$ cat config.mk
export PLATFORM = sky130hd
export DESIGN_NAME = wb_load_queue
export DESIGN_NICKNAME = d
export VERILOG_FILES = /design/src/rtl/wb_load_queue_pkg.sv /design/src/rtl/wb_load_queue_sync_fifo.sv /design/src/rtl/wb_load_queue.sv
export SDC_FILE = /design/constraint.sdc
export NUM_CORES = 1
export LEC_CHECK = 0
export BUFFER_PORTS_ARGS = -buffer_cell sky130_fd_sc_hd__buf_2
export CELL_PAD_IN_SITES_DETAIL_PLACEMENT = 0
export CELL_PAD_IN_SITES_GLOBAL_PLACEMENT = 1
export CORE_MARGIN = 5
export CORE_UTILIZATION = 30
export DETAILED_ROUTE_END_ITERATION = 12
export PLACE_DENSITY = 0.65
export SLEW_MARGIN = 20
export SYNTH_ARGS = -nofsm -noshare
export SYNTH_HDL_FRONTEND = slang
export SYNTH_SLANG_ARGS = --single-unit
$ cat constraint.sdc
create_clock -name clk -period 3 [get_ports clk]
set_input_delay 0.6 -clock clk [delete_from_list [all_inputs] [get_ports clk]]
set_output_delay 0.6 -clock clk [all_outputs]
set_load 0.02 [all_outputs]
$ cat src/rtl/wb_load_queue_pkg.sv
// Shared types for the writeback load queue: request metadata and load extraction.
package wb_load_queue_pkg;

    typedef enum logic [2:0] {
        Lb  = 3'b000,
        Lh  = 3'b001,
        Lw  = 3'b010,
        Lbu = 3'b100,
        Lhu = 3'b101
    } load_funct3_e;

    typedef struct packed {
        logic       is_load;
        logic [4:0] rd_addr;
        logic [2:0] funct3;
        logic [1:0] offset;
    } wb_req_t;

    function automatic logic [31:0] extract_load(input logic [2:0]  funct3,
                                                 input logic [1:0]  offset,
                                                 input logic [31:0] word);
        logic [7:0]  b;
        logic [15:0] h;
        logic [31:0] res;
        b = word[8*offset +: 8];
        h = word[16*offset[1] +: 16];
        case (load_funct3_e'(funct3))
            Lb:      res = {{24{b[7]}}, b};
            Lbu:     res = {24'h0, b};
            Lh:      res = {{16{h[15]}}, h};
            Lhu:     res = {16'h0, h};
            Lw:      res = word;
            default: res = 32'h0;
        endcase
        return res;
    endfunction

endpackage

$ cat src/rtl/wb_load_queue_sync_fifo.sv
// Synchronous FIFO with registered pointers and occupancy count; rdata shows the head entry.
module wb_load_queue_sync_fifo #(
    parameter int unsigned WIDTH = 32,
    parameter int unsigned DEPTH = 4
) (
    input  logic             clk,
    input  logic             rst,
    input  logic             push,
    input  logic             pop,
    input  logic [WIDTH-1:0] wdata,
    output logic [WIDTH-1:0] rdata,
    output logic             full,
    output logic             empty
);
    localparam int unsigned PTR_W = $clog2(DEPTH);
    localparam int unsigned CNT_W = $clog2(DEPTH + 1);

    logic [WIDTH-1:0] mem [DEPTH];
    logic [PTR_W-1:0] wr_ptr_q, rd_ptr_q;
    logic [CNT_W-1:0] count_q, count_d;

    always_comb begin
        count_d = count_q;
        case ({push, pop})
            2'b10:   count_d = count_q + 1'b1;
            2'b01:   count_d = count_q - 1'b1;
            default: ;
        endcase
    end

    always_ff @(posedge clk) begin
        if (rst) begin
            wr_ptr_q <= '0;
            rd_ptr_q <= '0;
            count_q  <= '0;
        end else begin
            if (push) wr_ptr_q <= wr_ptr_q + 1'b1;
            if (pop)  rd_ptr_q <= rd_ptr_q + 1'b1;
            count_q <= count_d;
        end
    end

    always_ff @(posedge clk) begin
        if (push) mem[wr_ptr_q] <= wdata;
    end

    assign rdata = mem[rd_ptr_q];
    assign full  = (count_q == CNT_W'(DEPTH));
    assign empty = (count_q == '0);

endmodule

$ cat src/rtl/wb_load_queue.sv
// In-order dmem completion queue: tracks outstanding requests, buffers early responses and
// presents extracted load data to the regfile write port.
module wb_load_queue
    import wb_load_queue_pkg::*;
#(
    parameter int unsigned DEPTH = 4,
    localparam int unsigned CNT_W = $clog2(DEPTH + 1)
) (
    input  logic        clk,
    input  logic        rst,
    input  logic        req_valid,
    output logic        req_ready,
    input  wb_req_t     req_info,
    input  logic        dmem_resp,
    input  logic [31:0] dmem_rdata,
    input  logic        wb_ready,
    output logic        o_wb_valid,
    output logic        o_regf_we,
    output logic [4:0]  o_rd_addr,
    output logic [31:0] o_write_data,
    output logic [31:0] o_raw_rdata,
    output logic        dmem_stall,
    output logic        o_resp_err
);
    logic             meta_full, meta_empty, data_empty, data_full_unused;
    wb_req_t          head;
    logic [31:0]      data_head, raw;
    logic [CNT_W-1:0] pend_q, pend_d;
    logic             err_q;
    logic             accept, legit_resp, head_ret, bypass, complete, data_push, data_pop;

    assign req_ready = !meta_full;
    assign accept    = req_valid & req_ready;

    // pend_q counts accepted requests whose response has not arrived yet
    assign legit_resp = dmem_resp & (pend_q != '0);
    assign head_ret   = !data_empty;
    assign bypass     = legit_resp & data_empty;
    assign o_wb_valid = head_ret | bypass;
    assign complete   = o_wb_valid & wb_ready;
    assign data_push  = legit_resp & !(bypass & wb_ready);
    assign data_pop   = complete & head_ret;

    always_comb begin
        pend_d = pend_q;
        case ({accept, legit_resp})
            2'b10:   pend_d = pend_q + 1'b1;
            2'b01:   pend_d = pend_q - 1'b1;
            default: ;
        endcase
    end

    always_ff @(posedge clk) begin
        if (rst) begin
            pend_q <= '0;
            err_q  <= 1'b0;
        end else begin
            pend_q <= pend_d;
            err_q  <= err_q | (dmem_resp & !legit_resp);
        end
    end

    wb_load_queue_sync_fifo #(
        .WIDTH ($bits(wb_req_t)),
        .DEPTH (DEPTH)
    ) u_meta_fifo (
        .clk   (clk),
        .rst   (rst),
        .push  (accept),
        .pop   (complete),
        .wdata (req_info),
        .rdata (head),
        .full  (meta_full),
        .empty (meta_empty)
    );

    wb_load_queue_sync_fifo #(
        .WIDTH (32),
        .DEPTH (DEPTH)
    ) u_data_fifo (
        .clk   (clk),
        .rst   (rst),
        .push  (data_push),
        .pop   (data_pop),
        .wdata (dmem_rdata),
        .rdata (data_head),
        .full  (data_full_unused),
        .empty (data_empty)
    );

    assign raw = head_ret ? data_head : dmem_rdata;

    // Outputs are gated so FIFO storage contents never leak out when nothing is presented
    always_comb begin
        o_rd_addr    = '0;
        o_raw_rdata  = '0;
        o_write_data = '0;
        o_regf_we    = 1'b0;
        if (o_wb_valid) begin
            o_rd_addr   = head.rd_addr;
            o_raw_rdata = raw;
            o_regf_we   = head.is_load & (head.rd_addr != 5'd0);
            if (head.is_load) o_write_data = extract_load(head.funct3, head.offset, raw);
        end
    end

    assign dmem_stall = !meta_empty & data_empty & !dmem_resp;
    assign o_resp_err = err_q;

endmodule

**After elaboration in Yosys (flattened, before gate mapping)**

Memory sizes are Yosys's and may differ from the RTL's. A register that Yosys moved wholly into a read port is not among the register bits.
Index checks and enable logic that the tools add are counted.

- Add/subtract/negate cells: 10
- Equality and inequality tests: 11
- Shift operators: 2
- Muxes and demuxes: 18
- Bitwise operators: 13
- Reductions and logical operators: 14

Operators by type and width:

| operator | number |
|---|---|
| $pmux 32 s5 | 1 |
| $mux 32 | 4 |
| $shiftx 32x6->16 | 1 |
| $shiftx 32x6->8 | 1 |
| $pmux 3 s2 | 3 |
| $and 1x1->1 | 11 |
| $add 3x1->3 const B | 3 |
| $eq 3x3->1 const B | 3 |
| $logic_not 3->1 | 3 |
| $sub 3x1->3 const B | 3 |
| $add 2x1->2 const B | 4 |
| $mux 2 | 4 |
| $eq 2x1->1 const B | 3 |
| $eq 2x2->1 const B | 3 |
| $logic_not 1->1 | 6 |
| $reduce_bool 2->1 | 3 |
| $mux 1 | 5 |
| $mux 5 | 1 |
| $reduce_bool 5->1 | 1 |
| $eq 3x1->1 const B | 1 |
| $eq 3x2->1 const B | 1 |
| $reduce_bool 3->1 | 1 |
| $or 1x1->1 | 2 |

- Flip-flop bits (word level): 18
- Memory bits (writable): 172
- Output and inout bits: 74
- Word-level logic and storage cells: 78
- Memories kept: 2

Memories:

| name | words | bits a word | read ports | clocked after memory_dff | write ports | line | source |
|---|---|---|---|---|---|---|---|
| u_data_fifo.mem | 4 | 32 | 1 | 1 | 1 | wb_load_queue_sync_fifo.sv:18 | `logic [WIDTH-1:0] mem [DEPTH];` |
| u_meta_fifo.mem | 4 | 11 | 1 | 1 | 1 | wb_load_queue_sync_fifo.sv:18 |  |

**Depth between registers and ports, before layout**

Gate-level depths: netlist of run 1.

- Depth after elaboration: 8
- Gate-level depth with buffers: 11
- Mapped depth without buffers: 11

**Cells and area by module**

From an unflattened synthesis of run 1, not the netlist that was laid out.

- Cells, all modules: 549
- Area total of the unflattened synthesis: 8831.0 µm²

Modules (own cells, without submodules):

| module | times used | cells each | area an instance (µm²) | seq. area each (µm²) |
|---|---|---|---|---|
| wb_load_queue_sync_fifo (u_data_fifo) | 1 | 214 | 5092.4 | 4023.9 |
| wb_load_queue_sync_fifo (u_meta_fifo) | 1 | 104 | 2023.2 | 1501.4 |
| wb_load_queue | 1 | 231 | 1715.4 | 80.1 |

**Worst setup path after synthesis of run 1**

No wires, ideal clock.

- Kind: register to output
- Start: reg (tool-made name)
- End: out o_write_data[15]
- Arrival: 2237 ps
- Data required time: 2400 ps
- Slack: 163 ps
- Stages on the path, launching flop included: 7
- Cells stage by stage: dfxtp_1 > buf_6 > mux4_2 > or3b_1 > a21boi_1 > o22a_1 > o22ai_1

RTL lines:

| what | line | source |
|---|---|---|
| end, declared | wb_load_queue.sv:20 | `output logic [31:0] o_write_data,` |

==> flow_summary.yaml, run 1 <==
sta:
  hold_violations: 0
  fmax_mhz: 313
  period_needed_ns: 3.19
  whs_ns: 0.386
  relSlewSlack_pct: 59.1
  rsz0062_at_grt: "yes"
  fin_skew_ns: 0.00644
  worst_pin_slew_ns: 0.614
  setup_violations: 32
  fin_ws_ns: -0.193
  timing.final.crit_share_pct: 106
  slew_violations: 0
detailed_routing:
  drc: 0
  routedWlPerCell_um: 19.5
  drt_iter0_drc: 322
  routed_wl_um: 21600
  vias: 5278
  postRouteAntennaNets: 0
  firstDrtPassIters: 4
  vias_per_cell: 4.75
worst_setup_path:
  crit_family: "multiplexers"
  cp.required_ns: 2.40
  critPathMaxStageDelay_ns: 0.61
  reg2reg_setup_slack_ns: 0.53
  cp.arrival_ns: 2.59
  crit_slowest_cell: "mux4_2"
  crit_fanout: 8
  critPathLaunchType: "register"
  critical_path_class: "reg -> out"
  crit_buf_inv: 3
  worstPathCellList: "mux4_2 -> mux2i_1 -> mux2i_2 -> buf_4 -> mux2i_4 -> buf_12 -> o22ai_2 -> buf_6"
  end_kind: "output port"
clock_network:
  h-tree-depth: 4
  cts_buffers: 17
  ctsRootBufferMaster: "clkbuf_16"
  cts.clk_slew.worst_paths_ns: 0.07
  cts_max_path_buffers: 2
  cts_tree: "built"
  clock_sinks: 194
  clk_latency_ns: 0.43
  postCtsHoldBufs: 0
finish:
  regArea_um2: 5610
  nNetsFinal: 775
  layout-drive-gt1-share_pct: 44.6
  nFillCells: 2653
  areaGrowthSynthToFinish_pct: 32.4
  final_cell_mix: "edfxtp_1, buf_2, buf_4"
  multi_input_area_um2: 3110
  fin_area_um2: 11400
  stdcell_count: 1111
  final_common_cell: "edfxtp_1"
logic_synthesis:
  synth-edff-count: 172
  yosysSeqAreaShare_pct: 65.4
  async_flop_share_pct: 0
  synth-seq-cells: 194
  synth_top_area_share_pct: 60.2
  syn_area_um2: 8580
  syn_nets: 595
  synth_top_family_by_area: "multiplexers"
  synth_xor_area_share_pct: 1.23
  synth.area.mux_share_pct: 16.3
  avgSynthCellArea_um2: 16.1
  synth_ff_type: "edfxtp_1"
  syn_inst: 533
  synth_cell_type_count: 39
  synth_top_area_cell: "edfxtp_1"
  synth_adder_area_share_pct: 2.30
  yosysWarningCount: 0
  yosys-top-cells-area: "edfxtp_1, mux4_2, dfxtp_1"
  synth-compound-area-share_pct: 5.84
  yosys.area_share.simple_pct: 6.48
power_and_ir_drop:
  powerDensity_nw_per_um2: 997
  p_leak_nw: 3.96
  ir_worst_vdd_mv: 0.525
die:
  start_util_pct: 30.1
  row_count: 62
  die_area_um2: 32100
  die_h_um: 179
  die_x_um: 179
  boundaryPins: 122
  core_area_um2: 28500
run_status:
  violations: "setup timing"
  outcome: "complete, but fails checks"
min_path:
  hold_path_class: "in -> reg"
placement:
  placedCellCount: 1068
  placed_area_um2: 10000
  port_buffers: 121
  place_ws_ns: -0.0699
  post-dp-hpwl_um: 14500
  gp_congestion: 0.758
global_route:
  grt_pass1_wl_um: 31800
  grt_max_degree: 33
  grt_usage_pct: 13.4
  antenna_found_initial: 5
  grt_pass1_vias: 5310
  grt-ovfl-total: 0
run:
  maxCapViolCount: 0
==> registers in the layout (all words and copies together) (netlist names), named ones only <==
register	count
u_data_fifo.count_q	3
pend_q	3
u_meta_fifo.rd_ptr_q	2
o_resp_err	1
u_data_fifo.wr_ptr_q	2
u_meta_fifo.wr_ptr_q	2
u_data_fifo.mem	128
u_meta_fifo.count_q	3
u_data_fifo.rd_ptr_q	2
u_meta_fifo.mem	44
==> final cells by class <==
| cell class | instances | area share [%] |
|---|---|---|
| sequential | 194 | 49.4 |
| multi-input combinational | 295 | 27.4 |
| timing repair buffer | 188 | 12.9 |
| tap | 384 | 4.23 |
| clock buffer | 17 | 3.75 |
| clock inverter | 15 | 1.70 |
| inverter | 17 | 0.562 |
| antenna | 1 | 0.0220 |
==> routing by layer <==
layer | wire [um] | global-route usage, % | up-vias | share of wire, %
li1 | - | - | 2439 | -
met1 | 9510 | 18.3 | 2656 | 44
met2 | 10400 | 21.3 | 151 | 48
met3 | 1440 | 3.73 | 22 | 6.7
met4 | 175 | 3.39 | 10 | 0.81
met5 | 57 | 0 | - | 0.26
==> final timing paths <==
| kind | startpoint | endpoint | depth (start not counted) |
|---|---|---|---|
| max | register | o_write_data[12] | 8 |
| min | req_info[9] | u_meta_fifo.mem[3][9] | 1 |
| max reg2reg | u_data_fifo.count_q[0] | u_data_fifo.count_q[2] | 9 |
| min reg2reg | o_resp_err | o_resp_err | 2 |
==> worst register-to-register path, stage by stage, from the launching register on <==
cell and delay [ns]:
dfxtp_1 0.38, or3_4 0.21, bufbuf_16 0.35, and2_1 0.22
ha_1 0.21, inv_1 0.06, fa_1 0.37, xor2_1 0.15
or3_1 0.31, a21oi_1 0.13
==> power by group <==
part | switching, mW | internal (mW)
Sequential | 0.125 | 3.23
Clock | 1.06 | 1.28
Combinational | 3.16 | 2.46
==> synthesized netlist by cell type, types with 2 or more instances <==
library cell and number:
dfxtp_1 22, buf_2 5, o22ai_1 14, nand3_1 9, a21boi_1 2, and2_1 12
xnor2_1 4, clkbuf_1 11, o22ai_2 10, nand2_1 13, inv_1 17, mux2i_1 36
nand2b_1 8, mux2i_2 3, nor2_1 56, ha_1 11, buf_1 4, edfxtp_1 172
xor2_1 8, o21ai_0 3, fa_1 3, buf_6 5, nor3_1 6, o22a_1 16
mux4_2 42, or3_1 6, and3_1 4, buf_4 2, a21oi_1 19
==> through the flow <==
step                      total power [mW]  utilization, %  setup TNS (ns)
after floorplan                       6.37               -               0
after global placement                8.11            35.1        -0.00338
after detailed placement              8.13            35.1          -0.314
after CTS                             11.1            38.7           -5.84
after global routing                  11.9            39.9           -7.83
final                                 11.3            39.9           -4.28
==> cells by family (layout without fill, tap and decap cells) <==
kind of cell	after synthesis	in the layout
other cells	0	1
simple gates	119	119
fa+ha+maj	14	14
mux	83	83
buf+inv	44	237
flops	194	194
xor+xnor	12	12
compound gates	67	67
==> what timing repair did <==
| action | CTS | global route |
|---|---|---|
| gates cloned | 2 | 1 |
| pin swaps | 11 | 16 |
| setup buffers | 7 | 4 |
| gates resized for setup | 80 | 67 |
| endpoints found under the setup margin | 34 | 33 |
Power figures use the tool's default switching activity.
==> run 2, diff against run 1 <==
--- a/config.mk
+++ b/config.mk
@@ -11,7 +11,7 @@
 export CORE_MARGIN = 5
 export CORE_UTILIZATION = 30
 export DETAILED_ROUTE_END_ITERATION = 12
-export PLACE_DENSITY = 0.65
+export PLACE_DENSITY = 0.67
 export SLEW_MARGIN = 20
 export SYNTH_ARGS = -nofsm -noshare
 export SYNTH_HDL_FRONTEND = slang
==> constraint.sdc (replaced) <==
create_clock -name clk -period 2.8 [get_ports clk]
set_input_delay 0.56 -clock clk [delete_from_list [all_inputs] [get_ports clk]]
set_output_delay 0.56 -clock clk [all_outputs]
set_load 0.02 [all_outputs]
==> run 2 against run 1 <==
  * The flow still finishes with violations (setup timing)
  * Hold slack got worse by 0.038 ns
  * Cell area rose by 7.9%
  * Clock skew up 0.0040 ns
  * Critical path type unchanged
  * First-iteration DRC count increased by 26%
  * Register-to-register slack worse by 0.23 ns
  * Critical path depth down 1
  * Count of clock-buffer cells in the layout up 1
  * Global-route usage up 0.69 points
  * Clock power increased by 7%
  * Combinational power up 33%
  * Via count is 3.5% higher
==> flow_summary.yaml, run 2 (same netlist as run 1, synthesis figures left out) <==
sta:
  rsz0062_at_grt: "yes"
  period_needed_ns: 3.23
  timing.final.crit_share_pct: 115
  setup_violations: 42
  worst_pin_slew_ns: 0.593
  fmax_mhz: 310
  fin_skew_ns: 0.0105
  relSlewSlack_pct: 60.4
  fin_ws_ns: -0.429
  hold_violations: 0
  finalSetupTns_ns: -12.43
  slew_violations: 0
clock_network:
  clk_latency_ns: 0.43
  cts_max_path_buffers: 2
  cts_tree: "built"
  ctsRootBufferMaster: "clkbuf_16"
  postCtsHoldBufs: 0
  cts_buffers: 17
  h-tree-depth: 4
  cts.clk_slew.worst_paths_ns: 0.07
  clock_sinks: 194
power_and_ir_drop:
  ir_worst_vdd_mv: 0.605
  p_leak_nw: 4.22
  powerDensity_nw_per_um2: 1110
finish:
  nNetsFinal: 807
  final_common_cell: "edfxtp_1"
  layout-drive-gt1-share_pct: 51.2
  final_cell_mix: "edfxtp_1, buf_6, buf_2"
  stdcell_count: 1144
  largest_registers: "u_data_fifo.mem: 128 flops, u_meta_fifo.mem: 44 flops"
  largest_reg_flops: 128
  areaGrowthSynthToFinish_pct: 42.8
  regMostFlops: "u_data_fifo.mem"
  nFillCells: 2570
detailed_routing:
  vias_per_cell: 4.78
  dr.max_layer_used: "met5"
  firstDrtPassIters: 4
  wl_met1_um: 9710
  postRouteAntennaNets: 0
  routedWlPerCell_um: 20.5
  routed_wl_um: 23500
  drt_iter0_drc: 407
  drc: 0
  wl_met2_um: 11900
  vias: 5463
  route.met3.wl_um: 1410
worst_setup_path:
  crit_slowest_cell: "mux4_2"
  critical_path_class: "reg -> out"
  critPathMaxStageDelay_ns: 0.52
  reg2reg_setup_slack_ns: 0.30
  crit_fanout: 8
  worstPathCellList: "buf_12 -> mux4_2 -> buf_8 -> or2_2 -> or3_4 -> o22ai_2 -> buf_6"
  crit_family: "simple AND/OR/NAND/NOR gates"
  critPathLaunchType: "register"
  cp.arrival_ns: 2.67
  cp.required_ns: 2.24
  crit_buf_inv: 3
  end_kind: "output port"
die:
  die_x_um: 179
  row_count: 62
  die_area_um2: 32100
  boundaryPins: 122
  start_util_pct: 30.1
  core_area_um2: 28500
  die_h_um: 179
global_route:
  antenna_found_initial: 7
  grt_max_degree: 33
  grt_usage_pct: 14.1
  grt_pass1_vias: 5510
  grt_pass1_wl_um: 33700
  grt-ovfl-total: 0
run_status:
  outcome: "complete, but fails checks"
  violations: "setup timing"
placement:
  post-dp-hpwl_um: 15100
  port_buffers: 121
  placedCellCount: 1083
  gp_congestion: 0.743
run:
  maxCapViolCount: 0
min_path:
  hold_path_class: "in -> reg"
[run 2: changes by cell type in the layout (fill, tap and decap cells not counted), sizes merged]
| cell | before | now |
|---|---|---|
| clkinvlp | 0 | 4 |
| nand2 | 13 | 14 |
| bufinv | 2 | 3 |
| inv | 26 | 21 |
| diode | 1 | 2 |
| clkbuf | 18 | 20 |
| clkinv | 4 | 3 |
| buf | 186 | 217 |
| bufbuf | 1 | 0 |
[run 2: final cells by class]
cell class	instances	area [um2]	share of cell area (%)
inverters	17	63.8	0.521
well taps	384	480	3.92
clock inverters	14	179	1.46
clock buffers	18	429	3.50
flip-flops and latches	194	5610	45.8
diodes	2	5.00	0.0408
multi-input cells	296	3410	27.8
repair buffers	219	2070	16.9
[run 2: power by group]
| part | switching (mW) | internal (mW) |
|---|---|---|
| registers | 0.138 | 3.46 |
| clock network | 1.09 | 1.42 |
| logic | 3.96 | 3.55 |
| total | 5.19 | 8.43 |
[run 2: repair_timing]
action / 4_1_cts / 5_1_grt
pin swaps: 17 / 11
gates cloned: 5 / 2
setup endpoints to repair: 61 / 65
setup buffers: 12 / 19
resized for setup: 146 / 118
[run 2: metal layers]
metal	track usage, %	vias up
met4	3.29	10
met5	0	-
met3	3.75	30
li1	-	2507
met1	18.3	2760
met2	23.7	156
[run 2: worst paths after layout]
path                            cells past startpoint                   start                endpoint
worst min register to register                      2              o_resp_err              o_resp_err
worst max-delay path                                7                register        o_write_data[13]
worst max register to register                     11  u_data_fifo.count_q[2]  u_meta_fifo.count_q[2]
worst min-delay path                                1             req_info[5]   u_meta_fifo.mem[3][5]
[run 2: worst register-to-register path, stage by stage, from the launching register on]
cell,delay (ns)
dfxtp_1,0.34
or3_4,0.49
nor2_2,0.20
inv_1,0.08
buf_4,0.17
and2_1,0.19
ha_1,0.21
inv_1,0.07
fa_1,0.18
xor2_1,0.07
or3_1,0.30
a21oi_1,0.14
[run 2: through the flow]
step / total power, mW / hold WS (ns) / setup slack, ns / util [%] / area [um2]
6_report: 13.6 / 0.347 / -0.429 / 43.0 / 12300
5_1_grt: 14.2 / 0.331 / -0.490 / 43.0 / 12200
4_1_cts: 12.6 / 0.333 / -0.381 / 40.7 / 11600
3_5_place_dp: 8.88 / 0.460 / -0.320 / 35.7 / 10200
3_3_place_gp: 8.86 / 0.447 / -0.372 / 35.7 / 10200
2_1_floorplan: 6.83 / 0.467 / 0.00289 / - / 8580
==> run 3, diff against run 2 <==
==> constraint.sdc (replaced) <==
create_clock -name clk -period 2.8 [get_ports clk]
set_input_delay 0.56 -clock clk [delete_from_list [all_inputs] [get_ports clk]]
set_output_delay 0.56 -clock clk [all_outputs]
set_load 0.1 [all_outputs]
==> run 3 against run 2 <==
  * Sequential cell count unchanged
  * The flow still finishes with violations (setup timing)
  * Utilization up 4.4 points
  * Count of clock-buffer cells in the layout up 1
  * Critical endpoint is now o_write_data[11]
  * Routed wire length up 2.5%
==> flow_summary.yaml, run 3 (same netlist as run 1, synthesis figures left out) <==
finish:
  final_common_cell: "edfxtp_1"
  diodes: 0
  largest_registers: "u_data_fifo.mem: 128 flops, u_meta_fifo.mem: 44 flops"
  utilization_pct: 47.5
  regMostFlops: "u_data_fifo.mem"
  layout-drive-gt1-share_pct: 56.4
  largest_reg_flops: 128
  final_cell_mix: "edfxtp_1, buf_12, buf_4"
  areaGrowthSynthToFinish_pct: 57.6
  nNetsFinal: 835
  stdcell_count: 1170
placement:
  port_buffers: 121
  placedCellCount: 1103
  gp_congestion: 0.819
  post-dp-hpwl_um: 16500
sta:
  setup_violations: 47
  worst_pin_slew_ns: 0.636
  hold_violations: 0
  fin_ws_ns: -0.452
  slew_violations: 0
  whs_ns: 0.353
  fmax_mhz: 308
  period_needed_ns: 3.25
  fin_skew_ns: 0.0127
  relSlewSlack_pct: 57.6
  rsz0062_at_grt: "yes"
  timing.final.crit_share_pct: 116
global_route:
  grt_pass1_vias: 6153
  antenna_found_initial: 6
  grt_max_degree: 33
  grt-ovfl-total: 0
  grt_usage_pct: 15.0
  grt_pass1_wl_um: 35600
die:
  core_area_um2: 28500
  die_x_um: 179
  row_count: 62
  boundaryPins: 122
  die_area_um2: 32100
  start_util_pct: 30.1
  die_h_um: 179
clock_network:
  cts_tree: "built"
  cts_max_path_buffers: 2
  clk_latency_ns: 0.43
  postCtsHoldBufs: 0
  cts.clk_slew.worst_paths_ns: 0.07
  h-tree-depth: 4
  clock_sinks: 194
  cts_buffers: 17
  ctsRootBufferMaster: "clkbuf_16"
run:
  maxCapViolCount: 0
detailed_routing:
  drc: 0
  routedWlPerCell_um: 20.6
  vias: 5660
  drt_iter0_drc: 281
  vias_per_cell: 4.84
  firstDrtPassIters: 4
  routed_wl_um: 24100
  postRouteAntennaNets: 0
run_status:
  violations: "setup timing"
  outcome: "complete, but fails checks"
worst_setup_path:
  crit_family: "multiplexers"
  cp.arrival_ns: 2.69
  cp.required_ns: 2.24
  crit_fanout: 8
  worstPathCellList: "mux4_2 -> buf_6 -> mux2i_2 -> mux2i_2 -> buf_4 -> buf_6 -> mux2i_4 -> buf_12 -> o22ai_4 -> buf_12"
  crit_buf_inv: 5
  critical_path_class: "reg -> out"
  critPathLaunchType: "register"
  critPathMaxStageDelay_ns: 0.53
  crit_slowest_cell: "mux4_2"
  end_kind: "output port"
min_path:
  hold_path_class: "in -> reg"
[run 3: cell count changes in the layout (fill, tap and decap cells not counted), moves of 7 or more]
| cell | before | now |
|---|---|---|
| a21oi_2 | 8 | 1 |
| nor2_1 | 37 | 21 |
| buf_6 | 70 | 51 |
| a21oi_4 | 0 | 8 |
| buf_12 | 17 | 82 |
| nor2_4 | 10 | 30 |
| mux2i_4 | 15 | 23 |
| buf_2 | 68 | 51 |
[run 3: area by class of cell]
type | count | area [um2]
fillers | 2395 | 15000
flip-flops and latches | 194 | 5620
multi-input cells | 295 | 3760
repair buffers | 248 | 3020
well taps | 384 | 480
clock buffers | 19 | 433
clock inverters | 13 | 134
inverters | 17 | 67.6
[run 3: layer usage]
metal / routed length, um / share of wire [%] / up-vias / GRT usage [%]
li1: - / - / 2562 / -
met1: 9180 / 38 / 2867 / 17.7
met2: 12500 / 52 / 178 / 25.8
met3: 1790 / 7.5 / 41 / 4.45
met4: 557 / 2.3 / 12 / 5.31
met5: 69 / 0.29 / - / 0
[run 3: worst paths after layout]
| path | start | endpoint | slack, ns | cells past startpoint |
|---|---|---|---|---|
| setup / recovery | register | o_write_data[11] | -0.45 | 10 |
| hold / removal | req_info[9] | u_meta_fifo.mem[3][9] | 0.35 | 1 |
| setup reg to reg | u_data_fifo.count_q[1] | u_meta_fifo.count_q[2] | 0.25 | 12 |
| hold reg to reg | o_resp_err | o_resp_err | 0.48 | 2 |
[run 3: timing repair]
action,CTS,global route
resized for setup,177,51
pin swaps,20,12
buffers inserted,26,22
endpoints found under the setup margin,70,70
gates cloned,2,2
[run 3: stage by stage]
stage          TNS (ns)  area (um2)  setup WS [ns]
6_report         -15.12       13500         -0.452
5_1_grt          -21.03       13500         -0.562
4_1_cts          -18.07       13200         -0.491
3_5_place_dp      -3.64       11700         -0.255
3_3_place_gp      -1.85       11700         -0.186
2_1_floorplan    -10.03        9170         -0.422
Power of run 3 is left out: the tool's default activity adds up to more than one toggle a clock period on the data nets, which glitch-free logic cannot reach.
